### src/rtl/pc_stack_sequencer.sv
`default_nettype none
// +----------------------------------------------------------------------+
// | pc_stack_sequencer                                                   |
// | Stack engine for CALL/RET/RTI; optional flags save via               |
// | PC_STACK_FLAGS_EN.                                                   |
// | Rev 1.0                                                              |
// +----------------------------------------------------------------------+
module pc_stack_sequencer #(
  parameter int unsigned       ADDR_W   = 20,
  parameter logic [ADDR_W-1:0] SP_RESET = 20'hFFFFF,
  parameter int unsigned       PC_W     = 32,
  parameter int unsigned       MEM_W    = 16
) (
  input  logic              i_clk,
  input  logic              i_rst_n,
  input  logic              i_call,
  input  logic [PC_W-1:0]   i_ret_pc,
  input  logic              i_ret,
  input  logic              i_rti,
  input  logic [2:0]        i_flags,
  output logic              o_push_pc,
  output logic              o_pop_pc,
  output logic              o_busy,
  output logic              o_mem_req,
  output logic              o_mem_we,
  output logic [ADDR_W-1:0] o_mem_addr,
  output logic [MEM_W-1:0]  o_mem_wdata,
  input  logic              i_mem_ready,
  input  logic              i_mem_rvalid,
  input  logic [MEM_W-1:0]  i_mem_rdata,
  output logic              o_redirect,
  output logic [PC_W-1:0]   o_redirect_pc,
  output logic [2:0]        o_flags,
  output logic [ADDR_W-1:0] o_sp
);

  localparam logic [ADDR_W-1:0] c_one   = ADDR_W'(1);
  localparam logic [ADDR_W-1:0] c_two   = ADDR_W'(2);
  localparam logic [ADDR_W-1:0] c_three = ADDR_W'(3);

  typedef enum logic [3:0] {
    S_IDLE     = 4'd0,
    S_PUSH_LO  = 4'd1,
    S_PUSH_HI  = 4'd2,
    S_PUSH_FLG = 4'd3,
    S_POP_FLG  = 4'd4,
    S_POP_HI   = 4'd5,
    S_POP_LO   = 4'd6,
    S_POP_WAIT = 4'd7,
    S_REDIRECT = 4'd8
  } state_t;

  state_t              r_state;
  logic [ADDR_W-1:0]   r_sp;
  logic [PC_W-1:0]     r_pc;
  logic                r_flg;
  logic [2:0]          r_flags_sv;
  logic [2:0]          r_flags_rd;
  logic [MEM_W-1:0]    r_hi;
  logic [1:0]          r_acc;
  logic [1:0]          r_rcnt;
  logic                r_mem_req;
  logic                r_mem_we;
  logic [ADDR_W-1:0]   r_mem_addr;
  logic [MEM_W-1:0]    r_mem_wdata;
  logic                r_push;
  logic                r_pop;
  logic                r_redirect;
  logic [PC_W-1:0]     r_redirect_pc;
  logic [2:0]          r_flags_out;

  logic                w_rti;
  logic [2:0]          w_flags_in;

`ifdef PC_STACK_FLAGS_EN
  assign w_rti      = i_rti;
  assign w_flags_in = i_flags;
`else
  assign w_rti      = 1'b0;
  assign w_flags_in = 3'b000;
  logic  w_unused_ok;
  assign w_unused_ok = &{1'b0, i_rti, i_flags};
`endif

  logic       w_accept;
  logic       w_pop_state;
  logic       w_rd_take;
  logic [1:0] w_hi_idx;
  logic [1:0] w_last_idx;

  assign w_accept    = r_mem_req & i_mem_ready;
  assign w_pop_state = (r_state == S_POP_FLG) || (r_state == S_POP_HI) ||
                       (r_state == S_POP_LO)  || (r_state == S_POP_WAIT);
  // Only count rvalids that answer a read issued by this sequence.
  assign w_rd_take   = w_pop_state & i_mem_rvalid & (r_rcnt != r_acc);
  assign w_hi_idx    = r_flg ? 2'd1 : 2'd0;
  assign w_last_idx  = r_flg ? 2'd2 : 2'd1;

  always_ff @(posedge i_clk) begin
    if (!i_rst_n) begin
      r_state       <= S_IDLE;
      r_sp          <= SP_RESET;
      r_pc          <= '0;
      r_flg         <= 1'b0;
      r_flags_sv    <= '0;
      r_flags_rd    <= '0;
      r_hi          <= '0;
      r_acc         <= '0;
      r_rcnt        <= '0;
      r_mem_req     <= 1'b0;
      r_mem_we      <= 1'b0;
      r_mem_addr    <= '0;
      r_mem_wdata   <= '0;
      r_push        <= 1'b0;
      r_pop         <= 1'b0;
      r_redirect    <= 1'b0;
      r_redirect_pc <= '0;
      r_flags_out   <= '0;
    end else begin
      r_redirect <= 1'b0;
      if (w_rd_take) begin
        r_rcnt <= r_rcnt + 2'd1;
        if (r_flg && r_rcnt == 2'd0) r_flags_rd <= i_mem_rdata[2:0];
        if (r_rcnt == w_hi_idx)      r_hi       <= i_mem_rdata;
      end
      case (r_state)
        S_IDLE: begin
          if (i_call) begin
            r_state     <= S_PUSH_LO;
            r_pc        <= i_ret_pc;
            r_flg       <= w_rti;
            r_flags_sv  <= w_flags_in;
            r_mem_req   <= 1'b1;
            r_mem_we    <= 1'b1;
            r_mem_addr  <= r_sp;
            r_mem_wdata <= i_ret_pc[MEM_W-1:0];
            r_push      <= 1'b1;
          end else if (i_ret) begin
            r_state    <= w_rti ? S_POP_FLG : S_POP_HI;
            r_flg      <= w_rti;
            r_acc      <= 2'd0;
            r_rcnt     <= 2'd0;
            r_mem_req  <= 1'b1;
            r_mem_we   <= 1'b0;
            r_mem_addr <= r_sp + c_one;
            r_pop      <= 1'b1;
          end
        end
        S_PUSH_LO: if (w_accept) begin
          r_state     <= S_PUSH_HI;
          r_mem_addr  <= r_mem_addr - c_one;
          r_mem_wdata <= r_pc[PC_W-1:MEM_W];
        end
        S_PUSH_HI: if (w_accept) begin
          if (r_flg) begin
            r_state     <= S_PUSH_FLG;
            r_mem_addr  <= r_mem_addr - c_one;
            r_mem_wdata <= {{(MEM_W-3){1'b0}}, r_flags_sv};
          end else begin
            r_state   <= S_IDLE;
            r_sp      <= r_sp - c_two;
            r_mem_req <= 1'b0;
            r_mem_we  <= 1'b0;
            r_push    <= 1'b0;
          end
        end
        S_PUSH_FLG: if (w_accept) begin
          r_state   <= S_IDLE;
          r_sp      <= r_sp - c_three;
          r_mem_req <= 1'b0;
          r_mem_we  <= 1'b0;
          r_push    <= 1'b0;
        end
        S_POP_FLG, S_POP_HI: if (w_accept) begin
          r_state    <= (r_state == S_POP_FLG) ? S_POP_HI : S_POP_LO;
          r_mem_addr <= r_mem_addr + c_one;
          r_acc      <= r_acc + 2'd1;
        end
        S_POP_LO: if (w_accept) begin
          r_state   <= S_POP_WAIT;
          r_mem_req <= 1'b0;
          r_acc     <= r_acc + 2'd1;
        end
        S_POP_WAIT: if (w_rd_take && r_rcnt == w_last_idx) begin
          r_state       <= S_REDIRECT;
          r_pop         <= 1'b0;
          r_redirect    <= 1'b1;
          r_redirect_pc <= {r_hi, i_mem_rdata};
          r_flags_out   <= r_flg ? r_flags_rd : 3'b000;
          r_sp          <= r_sp + (r_flg ? c_three : c_two);
        end
        S_REDIRECT: r_state <= S_IDLE;
        default:    r_state <= S_IDLE;
      endcase
    end
  end

  assign o_push_pc     = r_push;
  assign o_pop_pc      = r_pop;
  assign o_busy        = (r_state != S_IDLE);
  assign o_mem_req     = r_mem_req;
  assign o_mem_we      = r_mem_we;
  assign o_mem_addr    = r_mem_addr;
  assign o_mem_wdata   = r_mem_wdata;
  assign o_redirect    = r_redirect;
  assign o_redirect_pc = r_redirect_pc;
  assign o_flags       = r_flags_out;
  assign o_sp          = r_sp;

endmodule
`default_nettype wire

### config.mk
export PLATFORM = sky130hd
export DESIGN_NAME = pc_stack_sequencer
export DESIGN_NICKNAME = d
export VERILOG_FILES = /design/src/rtl/pc_stack_sequencer.sv
export SDC_FILE = /design/constraint.sdc
export NUM_CORES = 1
export LEC_CHECK = 0
export ABC_CLOCK_PERIOD_IN_PS = 6100
export BUFFER_PORTS_ARGS = -buffer_cell sky130_fd_sc_hd__buf_2
export CAP_MARGIN = 20
export CORE_UTILIZATION = 25
export CTS_CLUSTER_DIAMETER = 30
export CTS_CLUSTER_SIZE = 14
export DETAILED_ROUTE_END_ITERATION = 10
export GPL_TIMING_DRIVEN = 0
export SETUP_SLACK_MARGIN = 0.1
export SLEW_MARGIN = 5
export SYNTH_ARGS = -nofsm -noshare
export SYNTH_HDL_FRONTEND = slang
export SYNTH_SLANG_ARGS = --single-unit
### constraint.sdc
create_clock -name i_clk -period 6.1 [get_ports i_clk]
set_clock_uncertainty 0.05 [all_clocks]
set_input_delay 0.915 -clock i_clk [delete_from_list [all_inputs] [get_ports i_clk]]
set_output_delay 0.915 -clock i_clk [all_outputs]
set_load 0.005 [all_outputs]
Word level (Yosys, flattened, before mapping). Cells that the tools add are included. Widths: inputs -> output; s select.

$add $sub $neg: 8. Eq/ne operators: 24. Multiplexer cells: 56. Bitwise operators: 3. Reductions and logical operators: 34.

Operators with widths (number): $mux 20 (10); $pmux 20 s4 (1); $mux 16 (4); $pmux 20 s3 (1); $pmux 16 s3 (1); $add 20x1->20 const B (2); $sub 20x2->20 const B (2); $mux 4 (8); $pmux 4 s7 (1); $reduce_and 5->1 (5); $add 20x2->20 (1); $mux 2 (10); $ne 2x2->1 const B (10); $sub 20x1->20 const B (1); $eq 4x3->1 const B (4); $mux 1 (14); $reduce_and 2->1 (6); $reduce_bool 3->1 (4); $pmux 1 s3 (3); $eq 4x2->1 const B (2); $reduce_and 4->1 (2); $reduce_bool 4->1 (2); $reduce_and 7->1 (1); $ne 2x1->1 const B (3); other kinds (18) (27).

Flip-flop bits (word level): 156. Input port bits: 58. Output and inout bits: 97. Word-level logic and storage cells: 142.

Longest topological paths before layout. Gate-level depths: netlist of the first run.

Word-level depth: 10. Mapped depth: 13. Depth with buffers taken out: 11.

Worst setup path after synthesis of the first run. OpenSTA, ideal clock, no wires.

Kind: reg2reg. Start: register r_state[2]. End: register r_mem_addr[19], in the netlist o_mem_addr[19]. Library setup time: 124 ps. Arrival time: 3015 ps. Data required time: 5926 ps. Path slack: 2911 ps. Stages on the path, launching flop included: 14. Path buffers: 2. Clock period less this slack: 3189 ps. Cells stage by stage: dfxtp_1 buf_2 clkbuf_1 nand2b_1 nor2_1 inv_1 ha_1 a21o_1 a221o_1 a31oi_1 o21ai_0 o31a_1 a211oi_1 nor3_1.

Cells in the longest elaborated chain, start to end: 4. Elaborated cells between the ends (all ways): 14. Classes of those cells: eq/ne (9); mux (1); reduce/logical (4).

RTL lines: start: declaration (RTL line 53) `state_t r_state;`; start signal: assignment (RTL line 139) `r_state <= w_rti ? S_POP_FLG : S_POP_HI;`; start signal: assignment (RTL line 175) `r_state <= (r_state == S_POP_FLG) ? S_POP_HI : S_POP_LO;`; $eq 4x3->1 (RTL line 126) `case (r_state)`; $reduce_or 2->1 (RTL line 126); $reduce_bool 4->1 (no line) or $ne 2x2->1 (tied branches); $reduce_and 6->1 (no line); end signal: assignment (RTL line 135) `r_mem_addr <= r_sp;`; end signal: assignment (RTL line 145) `r_mem_addr <= r_sp + c_one;`; end signal: assignment (RTL line 151) `r_mem_addr <= r_mem_addr - c_one;`; end: declaration (RTL line 64) `logic [ADDR_W-1:0] r_mem_addr;`.

Parallel ways exist; a longest one is shown, timed or not. A chain may end at the register's enable or synchronous reset.

Worst setup path after layout of the first run. Ends and elaborated chain as after synthesis.

==> results of run 1 <==
[cells by family after synthesis]
kind of cell | count (synthesis) | share of synthesized area [%]
fa+ha+maj | 40 | 6.31
mux | 7 | 0.873
other cells | 1 | 0.0459
flops | 133 | 32.6
buf+inv | 85 | 4.15
simple gates | 390 | 22.3
compound gates | 343 | 29.0
xor+xnor | 44 | 4.72
[metrics by stage]
| step | utilization (%) | instance area (µm²) |
|---|---|---|
| floorplan | - | 8170 |
| global placement | 29.6 | 9450 |
| detailed placement | 29.7 | 9460 |
| CTS | 31.5 | 10000 |
| global route | 31.5 | 10000 |
| finish | 31.5 | 10000 |
[routing by layer]
metal / up-vias / track usage (%) / share of wire, %
met4: 2 / 4.67 / 1.5
li1: 4093 / - / -
met2: 211 / 27.3 / 48
met1: 3847 / 20.9 / 47
met3: 28 / 2.98 / 4.1
met5: - / 0 / 0.045
[flip-flops by register name, summed over array words and instances, names as in the netlist, 2 cells and up]
| register | cells |
|---|---|
| r_rcnt | 2 |
| r_state | 4 |
| o_mem_wdata | 16 |
| r_hi | 16 |
| r_pc | 16 |
| r_acc | 2 |
| o_sp | 20 |
| o_mem_addr | 20 |
| o_redirect_pc | 32 |
[cells in the mapped netlist (10+ instances only)]
| master | n |
|---|---|
| sky130_fd_sc_hd__a21oi_1 | 53 |
| sky130_fd_sc_hd__and2_1 | 11 |
| sky130_fd_sc_hd__or3_1 | 10 |
| sky130_fd_sc_hd__o211ai_1 | 14 |
| sky130_fd_sc_hd__clkbuf_1 | 56 |
| sky130_fd_sc_hd__o21ai_0 | 57 |
| sky130_fd_sc_hd__a211oi_1 | 18 |
| sky130_fd_sc_hd__nor2b_1 | 12 |
| sky130_fd_sc_hd__nor2_1 | 50 |
| sky130_fd_sc_hd__nor3_1 | 15 |
| sky130_fd_sc_hd__nand3_1 | 45 |
| sky130_fd_sc_hd__a21boi_0 | 75 |
| sky130_fd_sc_hd__xor2_1 | 21 |
| sky130_fd_sc_hd__o211a_1 | 18 |
| sky130_fd_sc_hd__a22oi_1 | 19 |
| sky130_fd_sc_hd__o21a_1 | 13 |
| sky130_fd_sc_hd__ha_1 | 38 |
| sky130_fd_sc_hd__inv_1 | 14 |
| sky130_fd_sc_hd__dfxtp_1 | 133 |
| sky130_fd_sc_hd__xnor2_1 | 23 |
| sky130_fd_sc_hd__nand2_1 | 192 |
| sky130_fd_sc_hd__a21o_1 | 23 |
[power by group]
part           switching (mW)  internal, mW  leakage [nW]
Combinational            1.30         0.850          2.84
Sequential              0.100          1.01          1.08
Clock                   0.474         0.546         0.282
[worst min-delay path: cells and delay by family (launching register included)]
kind | cells | cell delay, ns
flops | 1 | 0.31
simple gates | 1 | 0.04
compound gates | 1 | 0.06
[final timing paths]
path | from | endpoint | cells after the start
worst min-delay path | o_redirect_pc[17]$_SDFFE_PN0P_ | o_redirect_pc[17]$_SDFFE_PN0P_ | 2
worst max-delay path | r_state[2]$_SDFFE_PN0P_ | o_mem_addr[19]$_SDFFE_PN0P_ | 13
worst min register to register | o_redirect_pc[17]$_SDFFE_PN0P_ | o_redirect_pc[17]$_SDFFE_PN0P_ | 2
worst max register to register | r_state[2]$_SDFFE_PN0P_ | o_mem_addr[19]$_SDFFE_PN0P_ | 13
[final cells by class]
cell class | instances | area, µm² | share of cell area, %
multi-input combinational | 827 | 5170 | 51.5
sequential | 133 | 2660 | 26.5
timing repair buffer | 148 | 746 | 7.43
tap | 435 | 544 | 5.42
clock buffer | 17 | 425 | 4.24
buffer | 71 | 287 | 2.85
clock inverter | 15 | 150 | 1.50
inverter | 14 | 52.6 | 0.523
antenna | 1 | 2.50 | 0.0249
==> flow_results.xml, run 1 <==
<?xml version="1.0" encoding="UTF-8"?>
<metrics>
  <group name="clock_network">
    <metric name="clock_tree_from_tritoncts" unit="">done</metric>
    <metric name="post_cts.resized_instances" unit="">0</metric>
    <metric name="post_cts_buffers" unit="">0</metric>
    <metric name="clk_pin_slew" unit="ns">0.07</metric>
    <metric name="cts_made_buffers" unit="">17</metric>
    <metric name="postCtsHoldBufs" unit="">0</metric>
    <metric name="clock_tree.htree_level_count" unit="">4</metric>
    <metric name="clockBufferDepth" unit="">2</metric>
    <metric name="clk_root_buffer_cell" unit="">sky130_fd_sc_hd__clkbuf_16</metric>
    <metric name="clock-sinks" unit="">133</metric>
    <metric name="worstSkewPairLatency" unit="ns">0.44</metric>
  </group>
  <group name="synth">
    <metric name="postSynthRegisterBits" unit="">133</metric>
    <metric name="post_synth_edffs" unit="">0</metric>
    <metric name="synth.largest_area_cell" unit="">sky130_fd_sc_hd__dfxtp_1</metric>
    <metric name="ys.flop_type" unit="">sky130_fd_sc_hd__dfxtp_1</metric>
    <metric name="yosysSeqAreaShare" unit="%">32.6</metric>
    <metric name="mappedNetlistArea" unit="µm²">8170</metric>
    <metric name="async_flop_share" unit="%">0</metric>
    <metric name="netlist_instances" unit="">1043</metric>
    <metric name="yosys_warnings" unit="">0</metric>
    <metric name="synth_largest_type_area_fraction" unit="%">32.6</metric>
    <metric name="post_synth_cell_types" unit="">66</metric>
    <metric name="post_synth.cell_area_avg" unit="µm²">7.83</metric>
    <metric name="synth.area.top_cells" unit="">sky130_fd_sc_hd__dfxtp_1 33%, sky130_fd_sc_hd__nand2_1 8.8%, sky130_fd_sc_hd__a21boi_0 6.9%</metric>
  </group>
  <group name="place">
    <metric name="placed_wire_length_estimate" unit="µm">20600</metric>
    <metric name="pre_cts_ws" unit="ns">2.10</metric>
    <metric name="placed_cells" unit="">1628</metric>
    <metric name="routabilityCongestion" unit="">0.913</metric>
    <metric name="numPortBuffers" unit="">146</metric>
  </group>
  <group name="die">
    <metric name="design.core.area" unit="µm²">31900</metric>
    <metric name="initial_utilization" unit="%">25.6</metric>
    <metric name="fp.dieH" unit="µm">183</metric>
    <metric name="io-pin-count" unit="">155</metric>
    <metric name="chipWidth" unit="µm">183</metric>
    <metric name="die-area" unit="µm²">33400</metric>
    <metric name="core.rowCount" unit="">65</metric>
  </group>
  <group name="drt">
    <metric name="routedWlPerCell" unit="µm">16.1</metric>
    <metric name="route.detailed.vias_per_inst" unit="">4.93</metric>
    <metric name="detail_route.wirelength" unit="µm">26800</metric>
    <metric name="drt_first_pass_iters" unit="">5</metric>
    <metric name="drc" unit="">0</metric>
    <metric name="detail-route-antenna-nets" unit="">0</metric>
    <metric name="detail_route.iter0.violations" unit="">508</metric>
    <metric name="vias" unit="">8181</metric>
  </group>
  <group name="flow_run">
    <metric name="drv_cap" unit="">0</metric>
  </group>
  <group name="sta">
    <metric name="finalCritPeriodShare" unit="%">66.4</metric>
    <metric name="setup-tns-final" unit="ns">0</metric>
    <metric name="setup_viol_count_final" unit="">0</metric>
    <metric name="fin_hold_ws" unit="ns">0.413</metric>
    <metric name="worst-slew-pin-transition" unit="ns">0.854</metric>
    <metric name="grt_setup_unrepaired" unit="">false</metric>
    <metric name="worst_slack" unit="ns">2.05</metric>
    <metric name="max_freq" unit="MHz">247</metric>
    <metric name="slew_viol_final" unit="">0</metric>
    <metric name="period_needed" unit="ns">4.05</metric>
    <metric name="hold_viol" unit="">0</metric>
    <metric name="normalized_max_slew_margin" unit="%">42.7</metric>
  </group>
  <group name="global_route">
    <metric name="groute.usage.overall" unit="%">16.2</metric>
    <metric name="overflow" unit="">0</metric>
    <metric name="grt_pass1_wl" unit="µm">42500</metric>
    <metric name="grt_start_max_net_pins" unit="">25</metric>
    <metric name="number_of_antenna_violations_at_the_first_check_in_global_routing" unit="">2</metric>
    <metric name="grt_pass1_vias" unit="">7750</metric>
  </group>
  <group name="critical_path">
    <metric name="critical_path.slowest_cell" unit="">sky130_fd_sc_hd__ha_1</metric>
    <metric name="worst_r2r_setup_slack" unit="ns">2.05</metric>
    <metric name="crit_path_max_incr_delay" unit="ns">0.51</metric>
    <metric name="cp_cell_sequence" unit="">buf_2 &gt; clkbuf_1 &gt; nand2b_1 &gt; nor2_1 &gt; inv_1 &gt; ha_1 &gt; a21o_1 &gt; a221o_1 &gt; a31oi_1 &gt; o21ai_0 &gt; o31a_1 &gt; a211oi_1 &gt; nor3_1</metric>
    <metric name="cp_num_buf_inv" unit="">3</metric>
    <metric name="cp_data_required_time" unit="ns">6.37</metric>
    <metric name="criticalPathCategory" unit="">register to register</metric>
    <metric name="kind_of_cell_adding_the_most_delay_to_the_critical_path" unit="">compound AO/OA/AOI/OAI gates</metric>
    <metric name="worstSetupStartpointType" unit="">register</metric>
    <metric name="arrival" unit="ns">4.32</metric>
    <metric name="setup.worst_path.end_class" unit="">register</metric>
    <metric name="critical_path_peak_fanout" unit="">19</metric>
  </group>
  <group name="finish">
    <metric name="layout_commonest_cell" unit="">sky130_fd_sc_hd__nand2_1</metric>
    <metric name="fin_cells" unit="">1661</metric>
    <metric name="areaGrowthSynthToFinish" unit="%">23.0</metric>
    <metric name="number_of_nets_in_the_layout" unit="">1310</metric>
    <metric name="fillers" unit="">3488</metric>
    <metric name="layout_common_cells" unit="">192 x sky130_fd_sc_hd__nand2_1, 153 x sky130_fd_sc_hd__buf_2, 133 x sky130_fd_sc_hd__dfxtp_1</metric>
    <metric name="final_layout_size_suffix_gt1_share" unit="%">16.5</metric>
  </group>
  <group name="run_status">
    <metric name="run_status" unit="">completed</metric>
  </group>
  <group name="power_and_ir_drop">
    <metric name="post-layout-total-power" unit="mW">4.28</metric>
    <metric name="power.leakage" unit="nW">4.20</metric>
    <metric name="p_per_area" unit="nW/µm²">426</metric>
    <metric name="vdd_drop_max" unit="µV">195</metric>
  </group>
  <group name="worst_hold_path">
    <metric name="hold_path.class" unit="">register to register</metric>
  </group>
</metrics>
Power figures use the tool's default switching activity.
==> run 2: changes to the inputs <==
Settings changed: ABC_CLOCK_PERIOD_IN_PS 6100 to 3700.
Clock period 6.1 ns to 3.7 ns, I/O delays scaled along.
==> flow_results.xml, run 2 (synthesis results as in run 1) <==
<?xml version="1.0" encoding="UTF-8"?>
<metrics>
  <group name="drt">
    <metric name="detail_route.wirelength" unit="µm">26800</metric>
    <metric name="routedWlPerCell" unit="µm">16.1</metric>
    <metric name="detail_route.iter0.violations" unit="">500</metric>
    <metric name="drt_first_pass_iters" unit="">6</metric>
    <metric name="route.detailed.vias_per_inst" unit="">4.94</metric>
    <metric name="vias" unit="">8216</metric>
    <metric name="detail-route-antenna-nets" unit="">0</metric>
    <metric name="drc" unit="">0</metric>
  </group>
  <group name="critical_path">
    <metric name="cp_cell_sequence" unit="">buf_2 &gt; nand4b_4 &gt; fa_1 &gt; a21o_1 &gt; a21o_1 &gt; a211oi_2 &gt; o21a_1 &gt; o22ai_1 &gt; mux2i_1 &gt; or4_1</metric>
    <metric name="criticalPathCategory" unit="">register to register</metric>
    <metric name="critical_path_peak_fanout" unit="">24</metric>
    <metric name="rr_endpoint" unit="">o_sp[17]$_SDFFE_PN1P_</metric>
    <metric name="crit_path_max_incr_delay" unit="ns">0.59</metric>
    <metric name="arrival" unit="ns">3.73</metric>
    <metric name="cp_data_required_time" unit="ns">3.96</metric>
    <metric name="cp_num_buf_inv" unit="">1</metric>
    <metric name="worstSetupStartpointType" unit="">register</metric>
    <metric name="kind_of_cell_adding_the_most_delay_to_the_critical_path" unit="">compound AO/OA/AOI/OAI gates</metric>
    <metric name="critical_path.slowest_cell" unit="">sky130_fd_sc_hd__fa_1</metric>
    <metric name="crit_top_cell" unit="">sky130_fd_sc_hd__a21o_1</metric>
    <metric name="worst_r2r_setup_slack" unit="ns">0.23</metric>
    <metric name="r2r-start" unit="">r_state[0]$_SDFFE_PN0P_</metric>
    <metric name="setup.worst_path.end_class" unit="">register</metric>
    <metric name="worst_r2r_path_depth" unit="">10</metric>
  </group>
  <group name="power_and_ir_drop">
    <metric name="power_frac_seq" unit="%">25.7</metric>
    <metric name="vdd_drop_max" unit="µV">331</metric>
    <metric name="internal_portion_of_total_power" unit="mW">4.01</metric>
    <metric name="p_sw_share" unit="%">43.8</metric>
    <metric name="clkPwrFrac" unit="%">23.6</metric>
    <metric name="switching_power" unit="mW">3.13</metric>
    <metric name="power.leakage" unit="nW">4.22</metric>
    <metric name="p_per_area" unit="nW/µm²">707</metric>
    <metric name="p_comb_share" unit="%">50.7</metric>
  </group>
  <group name="run_status">
    <metric name="run_status" unit="">completed</metric>
  </group>
  <group name="clock_network">
    <metric name="cts_made_buffers" unit="">17</metric>
    <metric name="worstSkewPairLatency" unit="ns">0.44</metric>
    <metric name="clock_tree.htree_level_count" unit="">4</metric>
    <metric name="clk_root_buffer_cell" unit="">sky130_fd_sc_hd__clkbuf_16</metric>
    <metric name="clockBufferDepth" unit="">2</metric>
    <metric name="clock-sinks" unit="">133</metric>
    <metric name="clock_tree_from_tritoncts" unit="">done</metric>
    <metric name="clk_pin_slew" unit="ns">0.07</metric>
  </group>
  <group name="global_route">
    <metric name="grt_pass1_wl" unit="µm">42500</metric>
    <metric name="overflow" unit="">0</metric>
    <metric name="number_of_antenna_violations_at_the_first_check_in_global_routing" unit="">2</metric>
    <metric name="grt_pass1_vias" unit="">7764</metric>
    <metric name="groute.usage.overall" unit="%">16.2</metric>
    <metric name="grt_start_max_net_pins" unit="">25</metric>
  </group>
  <group name="sta">
    <metric name="finalCritPeriodShare" unit="%">93.8</metric>
    <metric name="period_needed" unit="ns">3.47</metric>
    <metric name="normalized_max_slew_margin" unit="%">43.3</metric>
    <metric name="worst-slew-pin-transition" unit="ns">0.846</metric>
    <metric name="slew_viol_final" unit="">0</metric>
    <metric name="setup_viol_count_final" unit="">0</metric>
    <metric name="grt_setup_unrepaired" unit="">true</metric>
    <metric name="max_freq" unit="MHz">288</metric>
    <metric name="hold_viol" unit="">0</metric>
  </group>
  <group name="worst_hold_path">
    <metric name="worstHoldEndpoint" unit="">r_pc[28]$_SDFFE_PN0P_</metric>
    <metric name="hold_path.class" unit="">primary input to register</metric>
    <metric name="worst_hold_path.num_cells" unit="">3</metric>
    <metric name="hold_path_startpoint" unit="">i_ret_pc[28]</metric>
  </group>
  <group name="die">
    <metric name="core.rowCount" unit="">65</metric>
    <metric name="initial_utilization" unit="%">25.6</metric>
    <metric name="io-pin-count" unit="">155</metric>
    <metric name="fp.dieH" unit="µm">183</metric>
    <metric name="chipWidth" unit="µm">183</metric>
    <metric name="design.core.area" unit="µm²">31900</metric>
    <metric name="die-area" unit="µm²">33400</metric>
  </group>
  <group name="finish">
    <metric name="layout_common_cells" unit="">192 x sky130_fd_sc_hd__nand2_1, 154 x sky130_fd_sc_hd__buf_2, 133 x sky130_fd_sc_hd__dfxtp_1</metric>
    <metric name="areaGrowthSynthToFinish" unit="%">23.6</metric>
    <metric name="number_of_nets_in_the_layout" unit="">1313</metric>
    <metric name="final_layout_size_suffix_gt1_share" unit="%">17.3</metric>
    <metric name="final_design_area_no_fill" unit="µm²">10100</metric>
    <metric name="final_core_area_utilization" unit="%">31.7</metric>
    <metric name="largest_reg_flops" unit="">32</metric>
    <metric name="layout_commonest_cell" unit="">sky130_fd_sc_hd__nand2_1</metric>
  </group>
  <group name="place">
    <metric name="placed_wire_length_estimate" unit="µm">20600</metric>
    <metric name="routabilityCongestion" unit="">0.913</metric>
    <metric name="total_placed_instance_area" unit="µm²">9460</metric>
    <metric name="numPortBuffers" unit="">146</metric>
  </group>
  <group name="flow_run">
    <metric name="drv_cap" unit="">0</metric>
  </group>
</metrics>
[run 2: final cells by class]
| type | count | area, µm² |
|---|---|---|
| tap | 435 | 544 |
| sequential | 133 | 2660 |
| clock inverter | 15 | 150 |
| clock buffer | 17 | 425 |
| timing repair buffer | 151 | 768 |
| multi-input combinational | 827 | 5190 |
| antenna | 1 | 2.50 |
| fill | 3486 | 21800 |
| inverter | 14 | 56.3 |
| buffer | 71 | 289 |
[run 2: worst min-delay path: stages]
cell and delay, ns:
sky130_fd_sc_hd__buf_2 0.10, sky130_fd_sc_hd__nand2_1 0.04, sky130_fd_sc_hd__a21boi_0 0.06
[run 2: power by group through the flow]
stage / logic [mW] / registers, mW / clock network [mW]
2_1_floorplan: 2.50 / 1.84 / 0
3_3_place_gp: 3.46 / 1.86 / 0
3_5_place_dp: 3.50 / 1.86 / 0
4_1_cts: 3.57 / 1.83 / 1.72
5_1_grt: 4.04 / 1.86 / 1.78
6_report: 3.62 / 1.83 / 1.68
[run 2: worst max path at each step]
stage,start,to,slack (ns),cells past startpoint
after detailed placement,r_state[2]$_SDFFE_PN0P_,o_mem_addr[19]$_SDFFE_PN0P_,-0.30,13
after global routing,r_state[0]$_SDFFE_PN0P_,o_sp[17]$_SDFFE_PN1P_,0.07,10
after CTS,r_state[0]$_SDFFE_PN0P_,o_sp[17]$_SDFFE_PN1P_,0.12,10
after floorplan,r_state[2]$_SDFFE_PN0P_,o_mem_addr[19]$_SDFFE_PN0P_,0.51,13
final,r_state[0]$_SDFFE_PN0P_,o_sp[17]$_SDFFE_PN1P_,0.23,10
after global placement,r_state[2]$_SDFFE_PN0P_,o_mem_addr[19]$_SDFFE_PN0P_,-0.30,13
[run 2: through the flow]
stage	cells	TNS [ns]	total power, mW	hold WS (ns)	setup slack, ns
2_1_floorplan	1045	0	4.34	0.391	0.511
3_3_place_gp	1626	-1.56	5.32	0.399	-0.302
3_5_place_dp	1628	-1.63	5.36	0.408	-0.304
4_1_cts	1663	0	7.12	0.304	0.118
5_1_grt	1664	0	7.68	0.309	0.0674
6_report	1664	0	7.13	0.310	0.230
[run 2: per-layer routing]
metal | vias up | GRT usage [%] | wire length, µm
met5 | - | 0 | 12
met4 | 2 | 4.67 | 389
met3 | 26 | 2.98 | 1160
met2 | 226 | 27.4 | 12900
met1 | 3866 | 20.9 | 12300
li1 | 4096 | - | -
[run 2: repair_timing]
action	CTS	global route
gates resized for setup	4	9
pin swaps	0	1
hold buffers	0	0
setup endpoints to repair	14	12
buffers inserted	3	0
endpoints found under the hold margin	0	0
